--- src/rtl/gpr_writeback.sv ---
// Writeback queue between result producers and the register file write port.
// Optional read bypass from pending writes is built when GPR_WB_BYPASS_EN is defined.
module gpr_writeback #(
  parameter int unsigned DEPTH = 4
) (
  input  logic        clock,
  input  logic        reset,
  input  logic        in_valid,
  output logic        in_ready,
  input  logic [4:0]  in_num,
  input  logic [31:0] in_data,
  output logic        reg_write,
  output logic [4:0]  num_write,
  output logic [31:0] data_write,
  input  logic [4:0]  rs,
  input  logic [4:0]  rt,
  output logic        rs_hit,
  output logic        rt_hit,
  output logic [31:0] rs_fwd,
  output logic [31:0] rt_fwd,
  output logic [4:0]  pending
);

  localparam int unsigned AW = (DEPTH > 1) ? $clog2(DEPTH) : 1;
  localparam logic [4:0] DepthCount = 5'(DEPTH);

  logic [4:0]    num_mem  [DEPTH];
  logic [31:0]   data_mem [DEPTH];
  logic [AW-1:0] head_q, tail_q;
  logic [4:0]    count_q;
  logic          push, pop;

  assign in_ready = count_q < DepthCount;
  // Writes to r0 complete the handshake but never occupy a slot.
  assign push     = in_valid & in_ready & (in_num != 5'd0);
  assign pop      = count_q != 5'd0;
  assign pending  = count_q;

  always_ff @(posedge clock or posedge reset) begin
    if (reset) begin
      head_q  <= '0;
      tail_q  <= '0;
      count_q <= '0;
      for (int i = 0; i < DEPTH; i++) begin
        num_mem[i]  <= '0;
        data_mem[i] <= '0;
      end
    end else begin
      if (push) begin
        num_mem[tail_q]  <= in_num;
        data_mem[tail_q] <= in_data;
        tail_q           <= tail_q + 1'b1;
      end
      if (pop) begin
        head_q <= head_q + 1'b1;
      end
      unique case ({push, pop})
        2'b10:   count_q <= count_q + 5'd1;
        2'b01:   count_q <= count_q - 5'd1;
        default: count_q <= count_q;
      endcase
    end
  end

  always_ff @(posedge clock or posedge reset) begin
    if (reset) begin
      reg_write  <= 1'b0;
      num_write  <= '0;
      data_write <= '0;
    end else if (pop) begin
      reg_write  <= 1'b1;
      num_write  <= num_mem[head_q];
      data_write <= data_mem[head_q];
    end else begin
      reg_write  <= 1'b0;
    end
  end

`ifdef GPR_WB_BYPASS_EN
  // Scan oldest to newest so the tail-most matching entry wins; the output
  // register is older than every queued entry.
  function automatic logic [32:0] lookup(input logic [4:0] addr);
    logic          hit;
    logic [31:0]   fwd;
    logic [AW-1:0] idx;
    hit = 1'b0;
    fwd = '0;
    idx = head_q;
    if (addr != 5'd0) begin
      if (reg_write && (num_write == addr)) begin
        hit = 1'b1;
        fwd = data_write;
      end
      for (int i = 0; i < DEPTH; i++) begin
        idx = head_q + AW'(i);
        if ((5'(i) < count_q) && (num_mem[idx] == addr)) begin
          hit = 1'b1;
          fwd = data_mem[idx];
        end
      end
    end
    return {hit, fwd};
  endfunction

  always_comb begin
    {rs_hit, rs_fwd} = lookup(rs);
    {rt_hit, rt_fwd} = lookup(rt);
  end
`else
  logic unused_bypass;
  assign unused_bypass = ^{rs, rt};
  assign rs_hit = 1'b0;
  assign rt_hit = 1'b0;
  assign rs_fwd = '0;
  assign rt_fwd = '0;
`endif

endmodule

--- config.mk ---
export PLATFORM = sky130hd
export DESIGN_NAME = gpr_writeback
export DESIGN_NICKNAME = d
export VERILOG_FILES = /design/src/rtl/gpr_writeback.sv
export SDC_FILE = /design/constraint.sdc
export NUM_CORES = 1
export LEC_CHECK = 0
export ABC_AREA = 1
export CORE_MARGIN = 2
export CORE_UTILIZATION = 50
export CTS_CLUSTER_SIZE = 8
export DETAILED_ROUTE_END_ITERATION = 10
export GPL_TIMING_DRIVEN = 0
export PLACE_DENSITY = 0.81
export SLEW_MARGIN = 20
export SYNTH_ARGS = -nofsm -noshare
export SYNTH_HDL_FRONTEND = slang
export SYNTH_SLANG_ARGS = --single-unit
--- constraint.sdc ---
create_clock -name clock -period 8.7 [get_ports clock]
set_input_delay 1.74 -clock clock [delete_from_list [all_inputs] [get_ports clock]]
set_output_delay 1.74 -clock clock [all_outputs]
set_load 0.005 [all_outputs]
==> metrics.md <==
| Metric | Value |
|---|---|
| Total negative slack | `0 ns` |
| DRC errors left | `0` |
| Max FO, Critical Path | `10` |
| Final WL | `~28 mm` |
| Synth Area in Compound Gates | `0.102%` |
| WP data required | `6.96 ns` |
| Fin. max-slew vios | `0` |
| Yosys warning total | `0` |
| Hold Path Depth | `2` |
| PortBufs | `between 80 and 90` |
| 1st-pass router iterations | `7` |
| Post-synthesis mux area share | `0%` |
| RSZ-0062 raised after global routing | `no` |
| Routability congestion estimate | `between 0.8 and 0.9` |
| Gr ovfl total | `0` |
| Max Fclk | `~260 MHz` |
| CTS tree | `built` |
| Nets | `1439` |
| MaxCap Viol Count | `0` |
| Worst Skew | `0.0125 ns` |
| Postcts setup bufs | `0` |
| Area Overhead vs Synth | `20.5%` |
| Worst Setup End Kind | `primary output` |
| Die Height | `around 140 um` |
| Cell count after synthesis | `1212` |
| Antenna violations before repair | `0` |
| Endpoints failing setup | `0` |
| Hold_buf cts | `0` |
| CTS Sinks | `between 150 and 200` |
| CTS buffer count | `17` |
| Post-CTS Resized | `0` |
| Vias per cell | `between 5 and 6` |
| Row count | `51` |
| Seq/Total Area, Yosys | `about half` |
| CP Data Arrival Time | `about 2.1 ns` |
| FILL cells | `1666` |
| Most common cell after layout, fill and taps aside | `nand2_1` |
| Cell Area, Synth | `9770 um2` |
| Avg Synthesized Cell Area | `8.06 um2` |
| Clk_lat worst skew | `approximately 0.45 ns` |
| Outcome | `complete, no violations` |
| Flops & latches, synth | `around 200` |
| Max-slew headroom | `around half` |
| Final Hold Viols | `0` |
| Final Cycle Share | `44.6%` |
| CTS clk-pin slew, worst paths | `around 0.060 ns` |
| Core ar. | `19300 um2` |
| First-iteration detailed-routing DRC count | `about 1.1k` |
| Largest stage delay, worst path | `0.59 ns` |
| First-pass GRT wire length | `44.1 mm` |
| DIE WIDTH | `between 100 and 150 um` |
| Routed Antenna Nets | `0` |
| Main combinational cell family by area after synthesis | `simple AND/OR/NAND/NOR gates` |
| VDD IR max | `about 0.00022 V` |
| Antenna cells | `0` |
| Fin crit period | `3.88 ns` |
| Layout cell share with drive strength beyond 1 | `12.2%` |
| CP startpoint kind | `flip-flop` |
| XOR/XNOR share of the synthesized area | `less than 1%` |
| Initial Util | `50.5%` |
| Vias in the first global route | `8498` |
| WHS | `~0.47 ns` |
| Leak | `6.11 nW` |
| P per Cell Area | `333 nW/um2` |
| Cell with the largest stage delay on the worst path | `clkdlybuf4s50_1` |
| Clock H-tree levels | `4` |
| Root Buffer | `clkbuf_16` |
| Worst Hold Class | `flip-flop to flip-flop` |
| Dpl ws | `4.53 ns` |
| Distinct cell type count after synthesis | `21` |
| Worst Max-Slew Pin Slew | `0.740 ns` |
| GR Util All Layers | `27.7%` |
| Worst-path cell chain | `nor2_1 > nand2_1 > inv_1 > clkbuf_1 > clkdlybuf4s50_1` |
| Worst setup margin | `4.82 ns` |
| Vias | `9238` |
| DP HPWL | `18.3 mm` |
| Post-Synth Simple-Gate Area | `38.1%` |
| R2R depth | `10` |
| Area of the die | `20700 um2` |
| Post-Synth Adder-Cell Area | `1.23%` |
| Io pins | `160` |
| Largest net degree at the start of global routing | `102` |
| Critical path class | `flip-flop to primary output` |
| Most frequent cells in the layout | `nand2_1, dfrtp_1, nand3_1` |
| Avg WL per Cell | `16.7 um` |
| CTS Buffer Depth | `2` |
-- stage by stage --
stage	cells	power [mW]	instance area (um2)	util [%]
2_1_floorplan	1277	2.52	10000	-
3_3_place_gp	1625	3.10	11200	57.8
3_5_place_dp	1626	3.16	11200	58.0
4_1_cts	1657	3.91	11800	60.8
5_1_grt	1657	4.20	11800	60.8
6_report	1657	3.92	11800	60.8
-- Yosys cell counts --
master,number,area (um2)
xnor2_1,1,8.76
nand3_4,4,70.1
inv_1,13,48.8
clkbuf_1,29,109
nor2_2,1,6.26
a21oi_1,1,5.00
conb_1,1,3.75
buf_2,64,320
buf_6,1,11.3
nor2_1,6,22.5
buf_1,4,15.0
dfrtp_1,195,4880
ha_1,8,100
fa_1,1,20.0
o21ai_0,1,5.00
buf_4,67,503
xor2_1,2,17.5
nand3_1,156,781
nand2_1,508,1910
or2_2,1,6.26
nand4_1,148,926
-- area by class of cell --
cell class                 instances  area (um2)  area share (%)
buffer                           165         958            8.15
clock buffer                      22         484            4.12
clock inverter                     9        73.8           0.627
inverter                          13        56.3           0.479
multi-input combinational        904        4120            35.0
sequential                       195        4880            41.5
tap                              265         332            2.82
timing repair buffer              84         858            7.30
-- worst max-delay path: cells and delay by family (launching register included) --
family / cells / cell delay (ns)
flops: 1 / 0.42
buf+inv: 3 / 1.02
simple gates: 2 / 0.26
-- cell families after synthesis --
kind of cell | Yosys count
xor+xnor | 3
simple gates | 824
flops | 195
other cells | 1
fa+ha+maj | 9
buf+inv | 178
compound gates | 2
-- flip-flops by register name (all words and copies together) (netlist names) --
register    flops
head_q          2
reg_write       1
pending         5
tail_q          2
num_mem        20
data_write     32
data_mem      128
num_write       5
-- worst paths after layout --
| check | from | endpoint | slack, ns |
|---|---|---|---|
| min in group asynchronous | reset | pending[2] | 1.79 |
| setup reg to reg | pending[0] | pending[4] | 6.10 |
| setup / recovery | pending[2] | in_ready | 4.82 |
| max in group asynchronous | reset | num_mem[4] | 5.98 |
| hold / removal | data_mem[89] | data_mem[89] | 0.47 |
| hold reg to reg | data_mem[89] | data_mem[89] | 0.47 |
-- layer usage --
layer,part of all wire (%),GRT usage [%],up-vias
li1,-,-,4239
met5,0,0,-
met3,8.7,5.40,98
met4,4.0,13.7,0
met2,46,42.0,500
met1,41,38.3,4401
-- report_power, final --
part	switching (mW)	internal [mW]
sequential	0.214	1.29
clock	0.349	0.398
combinational	1.04	0.628
total	1.60	2.32
No activity file was read; power rests on OpenSTA's default activity.
